$ cat src/rtl/maxpool_engine.sv
// maxpool_engine: 2x2 stride-2 max-pooling over `channels` feature maps held
// back to back in pixel memory; pooled maps are written contiguously.
// Optional feature: define MAXP_RELU_EN to clamp negative results to zero on write.
// Memory handshake: registered re/we, read data on qp one cycle after re.
module maxpool_engine #(
  parameter int unsigned DATA_W = 11,
  parameter int unsigned ADDR_W = 13,
  parameter int unsigned SIDE_W = 5,
  parameter int unsigned SQ_W   = 10,
  parameter int unsigned CH_W   = 4
) (
  input  logic                     clk,
  input  logic                     rst_n,
  input  logic                     maxp_en,
  input  logic [ADDR_W-1:0]        memstartp,
  input  logic [ADDR_W-1:0]        memstartzap,
  input  logic [SIDE_W-1:0]        matrix,
  input  logic [SQ_W-1:0]          matrix2,
  input  logic [CH_W-1:0]          channels,
  output logic [ADDR_W-1:0]        read_addressp,
  output logic                     re,
  input  logic signed [DATA_W-1:0] qp,
  output logic [ADDR_W-1:0]        write_addressp,
  output logic                     we,
  output logic signed [DATA_W-1:0] dp,
  output logic                     STOP
);

  localparam logic [2:0] StIdle = 3'd0;
  localparam logic [2:0] StRd0  = 3'd1;
  localparam logic [2:0] StRd1  = 3'd2;
  localparam logic [2:0] StRd2  = 3'd3;
  localparam logic [2:0] StRd3  = 3'd4;
  localparam logic [2:0] StFin  = 3'd5;
  localparam logic [2:0] StWr   = 3'd6;
  localparam logic [2:0] StDone = 3'd7;

  logic [2:0] state_q, state_d;

  // Job parameters latched at start.
  logic [ADDR_W-1:0] zap_q, zap_d;
  logic [ADDR_W-1:0] m_q, m_d;        // map side, widened to address width
  logic [ADDR_W-1:0] m2_q, m2_d;      // per-channel stride
  logic [SIDE_W-1:0] side_q, side_d;  // output side O
  logic [CH_W-1:0]   chans_q, chans_d;

  // Window counters.
  logic [SIDE_W-1:0] ox_q, ox_d;
  logic [SIDE_W-1:0] oy_q, oy_d;
  logic [CH_W-1:0]   ch_q, ch_d;

  // Incrementally maintained addresses: channel base, window-row base, window base.
  logic [ADDR_W-1:0] chan_q, chan_d;
  logic [ADDR_W-1:0] row_q, row_d;
  logic [ADDR_W-1:0] win_q, win_d;
  logic [ADDR_W-1:0] wr_cnt_q, wr_cnt_d;

  logic signed [DATA_W-1:0] max_q, max_d;

  // Registered outputs.
  logic [ADDR_W-1:0]        raddr_q, raddr_d;
  logic                     re_q, re_d;
  logic [ADDR_W-1:0]        waddr_q, waddr_d;
  logic                     we_q, we_d;
  logic signed [DATA_W-1:0] dp_q, dp_d;
  logic                     stop_q, stop_d;

  logic                     active;
  logic                     last_x, last_y, last_c;
  logic [CH_W-1:0]          ch_inc;
  logic [ADDR_W-1:0]        row_adv, chan_adv;
  logic signed [DATA_W-1:0] max_pick;
  logic signed [DATA_W-1:0] wr_val;

  assign active   = (state_q != StIdle) && (state_q != StDone);
  assign last_x   = (ox_q == side_q - SIDE_W'(1));
  assign last_y   = (oy_q == side_q - SIDE_W'(1));
  assign ch_inc   = ch_q + CH_W'(1);
  assign last_c   = (ch_inc == chans_q);
  assign row_adv  = row_q + (m_q << 1);
  assign chan_adv = chan_q + m2_q;

  // Strict signed compare, so on a tie the earlier pixel is kept.
  assign max_pick = (qp > max_q) ? qp : max_q;

`ifdef MAXP_RELU_EN
  assign wr_val = max_pick[DATA_W-1] ? '0 : max_pick;
`else
  assign wr_val = max_pick;
`endif

  // Next-state, counter and output-register logic.
  always_comb begin
    state_d  = state_q;
    zap_d    = zap_q;
    m_d      = m_q;
    m2_d     = m2_q;
    side_d   = side_q;
    chans_d  = chans_q;
    ox_d     = ox_q;
    oy_d     = oy_q;
    ch_d     = ch_q;
    chan_d   = chan_q;
    row_d    = row_q;
    win_d    = win_q;
    wr_cnt_d = wr_cnt_q;
    max_d    = max_q;
    raddr_d  = raddr_q;
    re_d     = 1'b0;
    waddr_d  = waddr_q;
    we_d     = 1'b0;
    dp_d     = dp_q;
    stop_d   = stop_q;

    if (active && !maxp_en) begin
      // Abort: drop back to idle, the in-flight qp is simply never sampled.
      state_d = StIdle;
    end else begin
      unique case (state_q)
        StIdle: begin
          stop_d = 1'b0;
          if (maxp_en) begin
            zap_d    = memstartzap;
            m_d      = ADDR_W'(matrix);
            m2_d     = ADDR_W'(matrix2);
            side_d   = matrix >> 1;
            chans_d  = channels;
            ox_d     = '0;
            oy_d     = '0;
            ch_d     = '0;
            wr_cnt_d = '0;
            chan_d   = memstartp;
            row_d    = memstartp;
            win_d    = memstartp;
            if ((matrix < SIDE_W'(2)) || (channels == '0)) begin
              // STOP rises one cycle after DONE is entered on this path.
              state_d = StDone;
            end else begin
              state_d = StRd0;
              re_d    = 1'b1;
              raddr_d = memstartp;
            end
          end
        end
        StRd0: begin
          state_d = StRd1;
          re_d    = 1'b1;
          raddr_d = win_q + ADDR_W'(1);
        end
        StRd1: begin
          max_d   = qp;
          state_d = StRd2;
          re_d    = 1'b1;
          raddr_d = win_q + m_q;
        end
        StRd2: begin
          max_d   = max_pick;
          state_d = StRd3;
          re_d    = 1'b1;
          raddr_d = win_q + m_q + ADDR_W'(1);
        end
        StRd3: begin
          max_d   = max_pick;
          state_d = StFin;
        end
        StFin: begin
          max_d   = max_pick;
          state_d = StWr;
          we_d    = 1'b1;
          waddr_d = zap_q + wr_cnt_q;
          dp_d    = wr_val;
        end
        StWr: begin
          wr_cnt_d = wr_cnt_q + ADDR_W'(1);
          if (!last_x) begin
            ox_d  = ox_q + SIDE_W'(1);
            win_d = win_q + ADDR_W'(2);
          end else if (!last_y) begin
            ox_d  = '0;
            oy_d  = oy_q + SIDE_W'(1);
            row_d = row_adv;
            win_d = row_adv;
          end else begin
            ox_d   = '0;
            oy_d   = '0;
            ch_d   = ch_inc;
            chan_d = chan_adv;
            row_d  = chan_adv;
            win_d  = chan_adv;
          end
          if (last_x && last_y && last_c) begin
            state_d = StDone;
            stop_d  = 1'b1;
          end else begin
            state_d = StRd0;
            re_d    = 1'b1;
            raddr_d = win_d;
          end
        end
        StDone: begin
          if (maxp_en) begin
            stop_d = 1'b1;
          end else begin
            stop_d  = 1'b0;
            state_d = StIdle;
          end
        end
        default: state_d = StIdle;
      endcase
    end
  end

  // FSM, job parameters, counters and running max.
  always_ff @(posedge clk or negedge rst_n) begin
    if (!rst_n) begin
      state_q  <= StIdle;
      zap_q    <= '0;
      m_q      <= '0;
      m2_q     <= '0;
      side_q   <= '0;
      chans_q  <= '0;
      ox_q     <= '0;
      oy_q     <= '0;
      ch_q     <= '0;
      chan_q   <= '0;
      row_q    <= '0;
      win_q    <= '0;
      wr_cnt_q <= '0;
      max_q    <= '0;
    end else begin
      state_q  <= state_d;
      zap_q    <= zap_d;
      m_q      <= m_d;
      m2_q     <= m2_d;
      side_q   <= side_d;
      chans_q  <= chans_d;
      ox_q     <= ox_d;
      oy_q     <= oy_d;
      ch_q     <= ch_d;
      chan_q   <= chan_d;
      row_q    <= row_d;
      win_q    <= win_d;
      wr_cnt_q <= wr_cnt_d;
      max_q    <= max_d;
    end
  end

  // Output registers.
  always_ff @(posedge clk or negedge rst_n) begin
    if (!rst_n) begin
      raddr_q <= '0;
      re_q    <= 1'b0;
      waddr_q <= '0;
      we_q    <= 1'b0;
      dp_q    <= '0;
      stop_q  <= 1'b0;
    end else begin
      raddr_q <= raddr_d;
      re_q    <= re_d;
      waddr_q <= waddr_d;
      we_q    <= we_d;
      dp_q    <= dp_d;
      stop_q  <= stop_d;
    end
  end

  assign read_addressp  = raddr_q;
  assign re             = re_q;
  assign write_addressp = waddr_q;
  assign we             = we_q;
  assign dp             = dp_q;
  assign STOP           = stop_q;

endmodule
$ cat config.mk
export PLATFORM = sky130hd
export DESIGN_NAME = maxpool_engine
export DESIGN_NICKNAME = d
export VERILOG_FILES = /design/src/rtl/maxpool_engine.sv
export SDC_FILE = /design/constraint.sdc
export NUM_CORES = 1
export LEC_CHECK = 0
export CORE_UTILIZATION = 45
export CTS_CLUSTER_SIZE = 30
export DETAILED_ROUTE_END_ITERATION = 12
export MAX_ROUTING_LAYER = met4
export PLACE_DENSITY = 0.68
export SLEW_MARGIN = 20
export SYNTH_ARGS = -nofsm -noshare
export SYNTH_HDL_FRONTEND = slang
export SYNTH_SLANG_ARGS = --single-unit
$ cat constraint.sdc
create_clock -name clk -period 2.5 [get_ports clk]
set_input_delay 0.375 -clock clk [delete_from_list [all_inputs] [get_ports clk]]
set_output_delay 0.375 -clock clk [all_outputs]
set_load 0.02 [all_outputs]
==> metrics.txt, run 1 <==
Setup CP Type reg -> reg; Final Hold Fails 0; clock power share 17.9%; final wirelength about 28000 µm; initial DRC count between 600 and 700; Layout area overhead 37.9%; Fill cells approximately 1600; Core Box Area about 21000 µm²; Final nets roughly 1400; Multi-input gate area between 6000 and 7000 µm²; post-route clock skew 0.0102 ns; post-route setup slack -0.252 ns; Logic pwr share a little under three fifths; P_leak between 5 and 6 nW; EDFF count, synth 0; DP Cell Count approximately 1500; Placement Rows between 50 and 60; fin crit period around 2.8 ns; Layout Cells excl Fill roughly 1600; DRC 0; total CTS buffers 17; CTS tree built; Sequential Power Share around a quarter; internal power approximately 0.0086 W; crit path cell chain ha_2, fa_2, a211o_4, a21o_1, nor4_4, o21ai_2, nor4_2, xnor2_1, nand2_1, a31oi_1; CP Launch Type flip-flop; Peak VDD IR a little under 0.0006 V; Seq/Total Area, Yosys 38.5%; Max Cap Viol 0; Psw a little under 0.006 W; initial antenna violation count 1; DR WL/cell around 18 µm; Sink Count about 150; first-pass GRT wire length ~44000 µm; post-route ant nets 0; outcome finished with violations; Slew Viols, Final 0; Power Total 0.0144 W; CTS HTree Levels 4; crit path capture type flip-flop; Ys Warns 0; RePlAce Congestion approximately 0.91; unrepaired setup endpoints after global routing yes; Vias between 8000 and 9000; Starting Density 46.4%; Async S/R FF share, synth 100%; FF+latch area 3810 µm²; Die ar. approximately 23000 µm²; Hold WC Path Type in -> async; vias in the first global route around 8500; PortBufs between 90 and 100; CP max stage delay between 0.4 and 0.5 ns; fin crit share 110%; Slew HR a little over half; pwr dens 1060 nW/µm²; worst endpoint required time 2.85 ns; reg-to-reg setup timing slack -0.25 ns; mapped cell area around 9900 µm²; die width roughly 150 µm; failing checks setup timing; io pins between 90 and 100; ys flop type dfrtp_1; Yosys reg bits 152; fmax ~360 MHz; Sw Ratio approximately 40%; root buffer cell clkbuf_16; GRT overflow 0; crit path DAT 3.10 ns; Synth Net Count between 1000 and 1500; Worst-Skew Late Latency approximately 0.44 ns; Syn Inst Count between 1000 and 1500; syn avg cell area a little over 9 µm²; maximum root-to-sink buffer count 2; setup TNS -4.50 ns; vias per inst 5.69; post-synth cell types 78; dpl ws -0.258 ns; Crit Path Max Fanout 6; Slew @ Worst Pin 0.702 ns; HPWL after detailed placement 18800 µm; share of layout cells above drive strength 1 between 20% and 30%; slowest CP cell dfrtp_1; Die Height about 150 µm; gr usage total between 20% and 30%; clock slew at reported path FFs ~0.070 ns; drt pass-1 iters 5; largest net degree at the start of global routing between 50 and 60; # setup viols final 46
-- power by group through the flow --
stage          sequential (W)  clock [W]  combinational (W)
2_1_floorplan         0.00398          0            0.00386
3_3_place_gp          0.00378          0            0.00637
3_5_place_dp          0.00381          0            0.00647
4_1_cts               0.00378    0.00262            0.00705
5_1_grt               0.00390    0.00272            0.00869
6_report              0.00381    0.00259            0.00804
-- flip-flops by register name, indices dropped and copies added (netlist names), 5 cells and up --
| register | count |
|---|---|
| chan_q | 13 |
| read_addressp | 13 |
| row_q | 13 |
| win_q | 13 |
| wr_cnt_q | 13 |
| write_addressp | 13 |
| zap_q | 13 |
| dp | 11 |
| max_q | 11 |
| m2_q | 10 |
| ox_q | 5 |
| oy_q | 5 |
-- cell families (layout without fill, tap and decap cells) --
kind of cell | Yosys count | count (layout) | share of synthesized area, %
buffers and inverters | 87 | 315 | 3.75
adder cells (fa/ha/maj) | 54 | 54 | 7.14
multiplexers | 69 | 69 | 7.56
flip-flops | 152 | 152 | 38.5
other | 0 | 1 | 0
XOR/XNOR | 91 | 91 | 8.34
AND/OR/NAND/NOR | 341 | 341 | 16.6
AO/OA/AOI/OAI | 276 | 276 | 18.1
-- synthesized netlist by cell type, drive strengths merged, types with 16 or more instances --
cell type	number	area, µm²
dfrtp	152	3800
nand2	140	526
o21ai	82	410
nor2	77	299
xnor2	55	482
a21oi	54	282
ha	50	626
mux2	45	507
xor2	34	298
inv	33	124
buf	27	145
clkbuf	27	101
nand3	27	140
a31oi	25	171
mux2i	24	240
o21a	19	143
a21o	18	135
nand4	17	113
a211oi	16	125
nor3	16	85.1
-- worst paths after layout --
| kind | startpoint | end | cells past startpoint |
|---|---|---|---|
| worst max-delay path | m_q[0] | read_addressp[9] | 10 |
| worst min-delay path | rst_n | write_addressp[5] | 2 |
| max in group asynchronous | rst_n | win_q[4] | 3 |
| worst min register to register | write_addressp[7] | write_addressp[7] | 2 |
| worst max register to register | m_q[0] | read_addressp[9] | 10 |
| min in group clk | write_addressp[7] | write_addressp[7] | 2 |
-- metal layers --
layer	routed length (µm)	GRT usage, %	up-vias
li1	-	-	4261
met1	12700	34.2	4386
met2	13600	40.5	263
met3	1270	3.70	47
met4	676	7.02	0
met5	0	-	-
-- area by class of cell --
class	instances	area share, %
multi-input combinational	831	46.8
sequential	152	27.9
timing repair buffer	250	17.6
clock buffer	18	3.22
tap	275	2.52
clock inverter	14	1.00
inverter	33	0.927
antenna	1	0.0184
-- worst max-delay path: cells and delay by family (launching register included) --
family | cells | cell delay (ns)
adders and majority gates | 2 | 0.57
xor gates and xnor gates | 1 | 0.17
and+or+nand+nor | 3 | 0.59
DFF | 1 | 0.41
AOI/OAI and AO/OA | 4 | 0.92
-- per-stage QoR --
step | hold slack, ns | util, % | instance area (µm²)
4_1_cts | 0.485 | 61.2 | 13000
5_1_grt | 0.502 | 64.0 | 13600
3_5_place_dp | 0.359 | 56.3 | 12000
2_1_floorplan | 0.0794 | - | 9900
6_report | 0.465 | 64.0 | 13600
3_3_place_gp | 0.353 | 56.3 | 12000
-- cells in the final DEF, fill, tap and decap left out, types with 19 or more instances in the layout --
master / Yosys / layout
ha_1: 50 / 44
o21a_1: 19 / 19
xnor2_1: 55 / 51
nand3_1: 26 / 22
clkdlybuf4s50_1: 0 / 97
buf_4: 6 / 119
inv_1: 32 / 31
nand2_1: 140 / 129
xor2_1: 34 / 30
nor2_1: 75 / 68
a31oi_1: 24 / 23
dfrtp_1: 152 / 149
mux2_2: 45 / 42
a21oi_1: 53 / 40
o21ai_1: 16 / 21
o21ai_0: 66 / 50
-- repair_timing --
item	in CTS	in global routing
hold endpoints to repair	49	0
hold buffers	1	0
setup buffers	13	19
endpoints found under the setup margin	51	65
resized for setup	67	105
gates cloned	4	1
pin swaps	31	57
Note: power is estimated with default switching activity, not from simulation.
==> run 2, diff against run 1 <==
--- a/config.mk
+++ b/config.mk
@@ -5,11 +5,12 @@
 export SDC_FILE = /design/constraint.sdc
 export NUM_CORES = 1
 export LEC_CHECK = 0
+export CAP_MARGIN = 20
 export CORE_UTILIZATION = 45
 export CTS_CLUSTER_SIZE = 30
 export DETAILED_ROUTE_END_ITERATION = 12
 export MAX_ROUTING_LAYER = met4
-export PLACE_DENSITY = 0.68
+export PLACE_DENSITY = 0.65
 export SLEW_MARGIN = 20
 export SYNTH_ARGS = -nofsm -noshare
 export SYNTH_HDL_FRONTEND = slang
==> constraint.sdc (replaced) <==
create_clock -name clk -period 3.1 [get_ports clk]
set_input_delay 0.465 -clock clk [delete_from_list [all_inputs] [get_ports clk]]
set_output_delay 0.465 -clock clk [all_outputs]
set_load 0.02 [all_outputs]
==> run 2 against run 1 <==
- the run now ends clean
- sequential share of layout area is 3.9 points higher
- power fell by 30%
- worst setup slack improved by 0.43 ns
- combinational power down 42%
- first-iteration DRC count fell by 11%
- count of clock-buffer cells in the layout grew 2
- global-route usage shrank 2.0 points
- critical path depth unchanged
- clock power shrank 11%
- cell count is 7.5% lower
- critical path type unchanged
==> metrics.txt, run 2 (same netlist as run 1, synthesis figures left out) <==
CP Buf/Inv Count 0 (unchanged); final wirelength 24600 µm (-13%); most used cell, CP nor4_2; Hold WC Path Type in -> async; Setup CP Type reg -> reg; setup TNS 0 ns (+4.50 ns); post-route ant nets 0 (unchanged); io pins 99 (unchanged); largest net degree at the start of global routing 83 (+54%); post-route clock skew 0.00905 ns (-0.00112 ns); # hold bufs at CTS 0 (-1); slowest CP cell dfrtp_1; crit-path leading delay family compound AO/OA/AOI/OAI gates; Core Box Area 21300 µm² (unchanged); GR Util met2 35.2% (-5.3 points); initial DRC count 535 (-11%); total CTS buffers 17 (unchanged); outcome complete, no violations; fin crit period 2.92 ns (+0.170 ns); Crit Path Max Fanout 6 (unchanged); P_leak 5.15 nW (-12%); crit path DAT 3.27 ns (+0.17 ns); most frequent cells in the layout dfrtp_1, nand2_1, clkdlybuf4s50_1; Die Height 150 µm (unchanged); HPWL after detailed placement 18000 µm (-4.0%); Starting Density 46.4% (unchanged); CP Launch Type flip-flop; RePlAce Congestion 0.880 (-3.7%); placed cell area 11300 µm² (-5.7%); Placement Rows 53 (unchanged); PortBufs 98 (unchanged); pwr dens 840 nW/µm² (-21%); initial antenna violation count 0 (-1); Max Cap Viol 0 (unchanged); root buffer cell clkbuf_16; Vias 8176 (-8.7%); Slew Viols, Final 0 (unchanged); Power Total 0.0101 W (-30%); post-route cell area 12000 µm² (-12%); Peak VDD IR 0.000372 V (-37%); Final Hold Fails 0 (unchanged); Layout area overhead 21.1%; first-pass GRT wire length 40300 µm (-7.7%); Final nets 1281 (-8.4%); maximum root-to-sink buffer count 2 (unchanged); Post-CTS Resized 0 (-100%); most used routing layer met2; DR WL/cell 16.9 µm (-5.9%); DRC 0 (unchanged); fin crit share 94.3% (-16 points); Layout Cells excl Fill 1456 (-7.5%); fin util 56.2% (-7.8 points); # setup viols final 0 (-100%); met1 Use GR 33.7% (-0.59 points); clock slew at reported path FFs 0.06 ns (about the same); Sink Count 152 (unchanged); die width 150 µm (unchanged); crit path cell chain ha_1, fa_1, a211o_1, a21o_1, nor4_2, o21ai_1, nor4_2, xnor2_1, nand2_1, a31oi_1; met3 global-route usage 3.55% (-0.15 points); GRT overflow 0 (unchanged); DP Cell Count 1424 (-5.4%); Die ar. 22600 µm² (unchanged); Antenna diodes 0 (-1); Worst-Skew Late Latency 0.43 ns (about the same); setup repair bufs after CTS 0 (-13); commonest non-fill, non-tap cell in the layout dfrtp_1; drt pass-1 iters 5 (unchanged); Slew @ Worst Pin 0.783 ns (+0.0807 ns); worst endpoint required time 3.45 ns (+0.60 ns); unrepaired setup endpoints after global routing yes; CTS HTree Levels 4 (unchanged); gr usage total 23.6% (-2.0 points); CP max stage delay 0.44 ns (+0.03 ns); CTS tree built; Slew HR 47.8% (-4.8 points); vias per inst 5.62 (-1.3%); vias in the first global route 7768 (-9.0%); crit path capture type flip-flop; share of layout cells above drive strength 1 11.5% (-15 points); fmax 342 MHz (-5.8%)
==> run 2: changes by cell type in the layout (fill, tap and decap cells not counted), sizes merged <==
cell,delta
buf,-115
inv,-6
bufinv,+4
clkbuf,+2
bufbuf,-1
diode,-1
dlygate4sd3,-1
==> run 2: metal layers <==
metal	wire (µm)	up-vias
met2	10900	222
met4	204	0
li1	-	4027
met3	1200	13
met5	0	-
met1	12200	3914
==> run 2: final timing paths <==
check	start	end	slack (ns)	depth (start not counted)
max in group asynchronous	rst_n	chan_q[3]	2.31	2
min in group clk	row_q[4]	row_q[4]	0.47	2
hold / removal	rst_n	dp[0]	0.10	1
setup reg to reg	win_q[0]	read_addressp[9]	0.18	10
setup / recovery	win_q[0]	read_addressp[9]	0.18	10
hold reg to reg	row_q[4]	row_q[4]	0.47	2
==> run 2: cell type report <==
type	instances	area, µm²
inverter	33	124
tap	275	344
clock inverter	12	198
multi-input combinational	831	5740
sequential	152	3800
clock buffer	20	447
fill	1877	9330
timing repair buffer	133	1310
==> run 2: where the power goes <==
| part | switching [W] | internal (W) | total [W] |
|---|---|---|---|
| Clock | 0.000863 | 0.00145 | 0.00231 |
| Combinational | 0.00251 | 0.00216 | 0.00467 |
| Sequential | 0.000499 | 0.00257 | 0.00306 |
==> run 2: per-stage QoR <==
stage / hold slack, ns / worst slack (ns)
final: 0.102 / 0.178
after global routing: 0.163 / -0.0223
after CTS: 0.134 / 0.195
after detailed placement: 0.461 / 0.189
after global placement: 0.459 / 0.269
after floorplan: 0.169 / 0.441
==> run 3, diff against run 2 <==
--- a/config.mk
+++ b/config.mk
@@ -9,9 +9,9 @@
 export CORE_UTILIZATION = 45
 export CTS_CLUSTER_SIZE = 30
 export DETAILED_ROUTE_END_ITERATION = 12
+export GPL_TIMING_DRIVEN = 0
 export MAX_ROUTING_LAYER = met4
 export PLACE_DENSITY = 0.65
-export SLEW_MARGIN = 20
 export SYNTH_ARGS = -nofsm -noshare
 export SYNTH_HDL_FRONTEND = slang
 export SYNTH_SLANG_ARGS = --single-unit
==> run 3 against run 2 <==
- fmax shrank 4.6%
- global-route usage grew 1.3 points
- critical path type unchanged
- register-to-register slack lost 0.14 ns
- utilization shrank 0.14 points
- count of clock-buffer cells in the layout is the same
- clock skew is essentially flat
- non-clock buffer count grew 25
- sequential cell count is the same
- critical path depth is the same
- sequential share of layout area grew 0.091 points
- final area shrank 0.25%
==> metrics.txt, run 3 (same netlist as run 1, synthesis figures left out) <==
outcome complete, no violations; crit path DAT 3.42 ns (+0.15 ns); FF-to-FF Start m_q[0]; Slew Viols, Final 0 (unchanged); post-route ant nets 0 (unchanged); drt pass-1 iters 5 (unchanged); placed cell area 11200 µm² (-0.60%); Peak VDD IR 0.000438 V (+18%); share of layout cells above drive strength 1 11.0% (-0.48 points); Final nets 1306 (+2.0%); GRT overflow 0 (unchanged); Sequential Power Share 30.7% (+0.2 points); io pins 99 (unchanged); Sw Ratio 40.0% (+1.4 points); Layout area overhead 20.8%; largest net degree at the start of global routing 119 (+43%); initial antenna violation count 0 (unchanged); vias per inst 5.68 (+1.1%); HPWL after detailed placement 19200 µm (+6.4%); gr usage total 24.9% (+1.3 points); Hold WC Path Type in -> async; CTS tree built; crit path capture type flip-flop; Crit Path Max Fanout 6 (unchanged); Worst-Skew Late Latency 0.44 ns (about the same); Slew @ Worst Pin 0.833 ns (+0.0499 ns); CP Launch Type flip-flop; worst endpoint required time 3.46 ns (about the same); commonest non-fill, non-tap cell in the layout dfrtp_1; post-route clock skew 0.00952 ns (+0.000473 ns); pwr dens 830 nW/µm² (-1.3%); root buffer cell clkbuf_16; Psw 0.00396 W (+2.1%); internal power 0.00594 W (-3.8%); DR WL/cell 17.5 µm (+3.6%); CTS HTree Levels 4 (unchanged); fmax 326 MHz (-4.6%); Slew HR 44.3% (-3.5 points); first-pass GRT wire length 42200 µm (+4.9%); maximum root-to-sink buffer count 2 (unchanged); most frequent cells in the layout dfrtp_1, nand2_1, clkdlybuf4s50_1; clock power share 21.4% (-1.6 points); Sink Count 152 (unchanged); post-route setup slack 0.0360 ns (-0.142 ns); Die ar. 22600 µm² (unchanged); vias in the first global route 8048 (+3.6%); dpl ws -0.276 ns (-0.465 ns); Placement Rows 53 (unchanged); initial DRC count 656 (+23%); fin crit period 3.06 ns (+0.142 ns); post-route cell area 11900 µm² (-0.25%); final wirelength 25900 µm (+5.3%); # setup viols final 0 (unchanged); Critical Path Source m_q[0]; P_leak 5.12 nW (-0.62%); Starting Density 46.4% (unchanged); Vias 8405 (+2.8%); Setup CP Type reg -> reg; PortBufs 98 (unchanged); total CTS buffers 17 (unchanged); Logic pwr share 47.9% (+1.4 points); Die Height 150 µm (unchanged); Max Cap Viol 0 (unchanged); Antenna diodes 0 (unchanged); DRC 0 (unchanged); Core Box Area 21300 µm² (unchanged); fin crit share 98.8% (+4.6 points); clock slew at reported path FFs 0.07 ns (about the same); Final Hold Fails 0 (unchanged); RePlAce Congestion 0.909 (+3.2%); die width 150 µm (unchanged); unrepaired setup endpoints after global routing yes
==> run 3: changes by cell type in the layout (fill, tap and decap cells not counted), sizes merged <==
cell,delta
inv,+1
clkinv,+2
buf,-2
bufinv,-3
clkbuf,+26
dlygate4sd3,+1
clkinvlp,-1
==> run 3: routing by layer <==
| metal | wire (µm) | track usage (%) |
|---|---|---|
| met5 | 0 | - |
| met4 | 312 | 6.26 |
| met3 | 1130 | 3.73 |
| met2 | 11600 | 37.5 |
| met1 | 12800 | 35.1 |
==> run 3: final timing paths <==
path / end / slack [ns] / depth (start not counted)
min in group clk: dp[4] / 0.48 / 2
worst max register to register: read_addressp[11] / 0.04 / 10
worst min-delay path: dp[2] / 0.48 / 2
worst max-delay path: read_addressp[11] / 0.04 / 10
max in group asynchronous: chan_q[3] / 1.73 / 3
worst min register to register: dp[4] / 0.48 / 2
==> run 3: per-stage QoR <==
stage | power (W) | utilization, % | cells | hold slack, ns | setup TNS, ns
6_report | 0.00990 | 56.1 | 1480 | 0.479 | 0
5_1_grt | 0.0106 | 56.1 | 1480 | 0.492 | -0.0373
4_1_cts | 0.00983 | 55.6 | 1476 | 0.484 | 0
3_5_place_dp | 0.00769 | 52.8 | 1444 | 0.358 | -4.28
3_3_place_gp | 0.00761 | 52.6 | 1443 | 0.458 | -754.49
2_1_floorplan | 0.00630 | - | 1070 | 0.169 | 0
==> run 3: what timing repair did <==
action                     4_1_cts  5_1_grt
pin swaps                        0        4
hold buffers                     1        0
cloned                           0        0
resized for setup                4       10
setup endpoints to repair       30       26
setup buffers                    0        5
hold endpoints to repair        34        0
==> run 3: power groups by stage <==
stage	Combinational (W)	Clock, W	Sequential (W)
final	0.00475	0.00212	0.00304
after floorplan	0.00309	0	0.00320
after CTS	0.00465	0.00213	0.00304
after global placement	0.00456	0	0.00305
after global routing	0.00522	0.00222	0.00312
after detailed placement	0.00462	0	0.00307
==> run 3: worst max-delay path, cell delays in order (launching register included) <==
cell	delay, ns
dfrtp_1	0.46
ha_1	0.28
fa_1	0.44
a211o_4	0.40
a21oi_4	0.22
a31oi_1	0.11
o221a_1	0.30
nor2_1	0.23
a31o_1	0.18
nand3_1	0.13
a31oi_1	0.24
==> run 3: layout make-up <==
| class | instances | area (µm²) |
|---|---|---|
| clock inverters | 11 | 123 |
| flip-flops and latches | 152 | 3800 |
| inverters | 33 | 124 |
| multi-input cells | 831 | 5770 |
| well taps | 275 | 344 |
| fillers | 1913 | 9360 |
| repair buffers | 105 | 1060 |
| clock buffers | 20 | 457 |
| plain buffers | 53 | 246 |
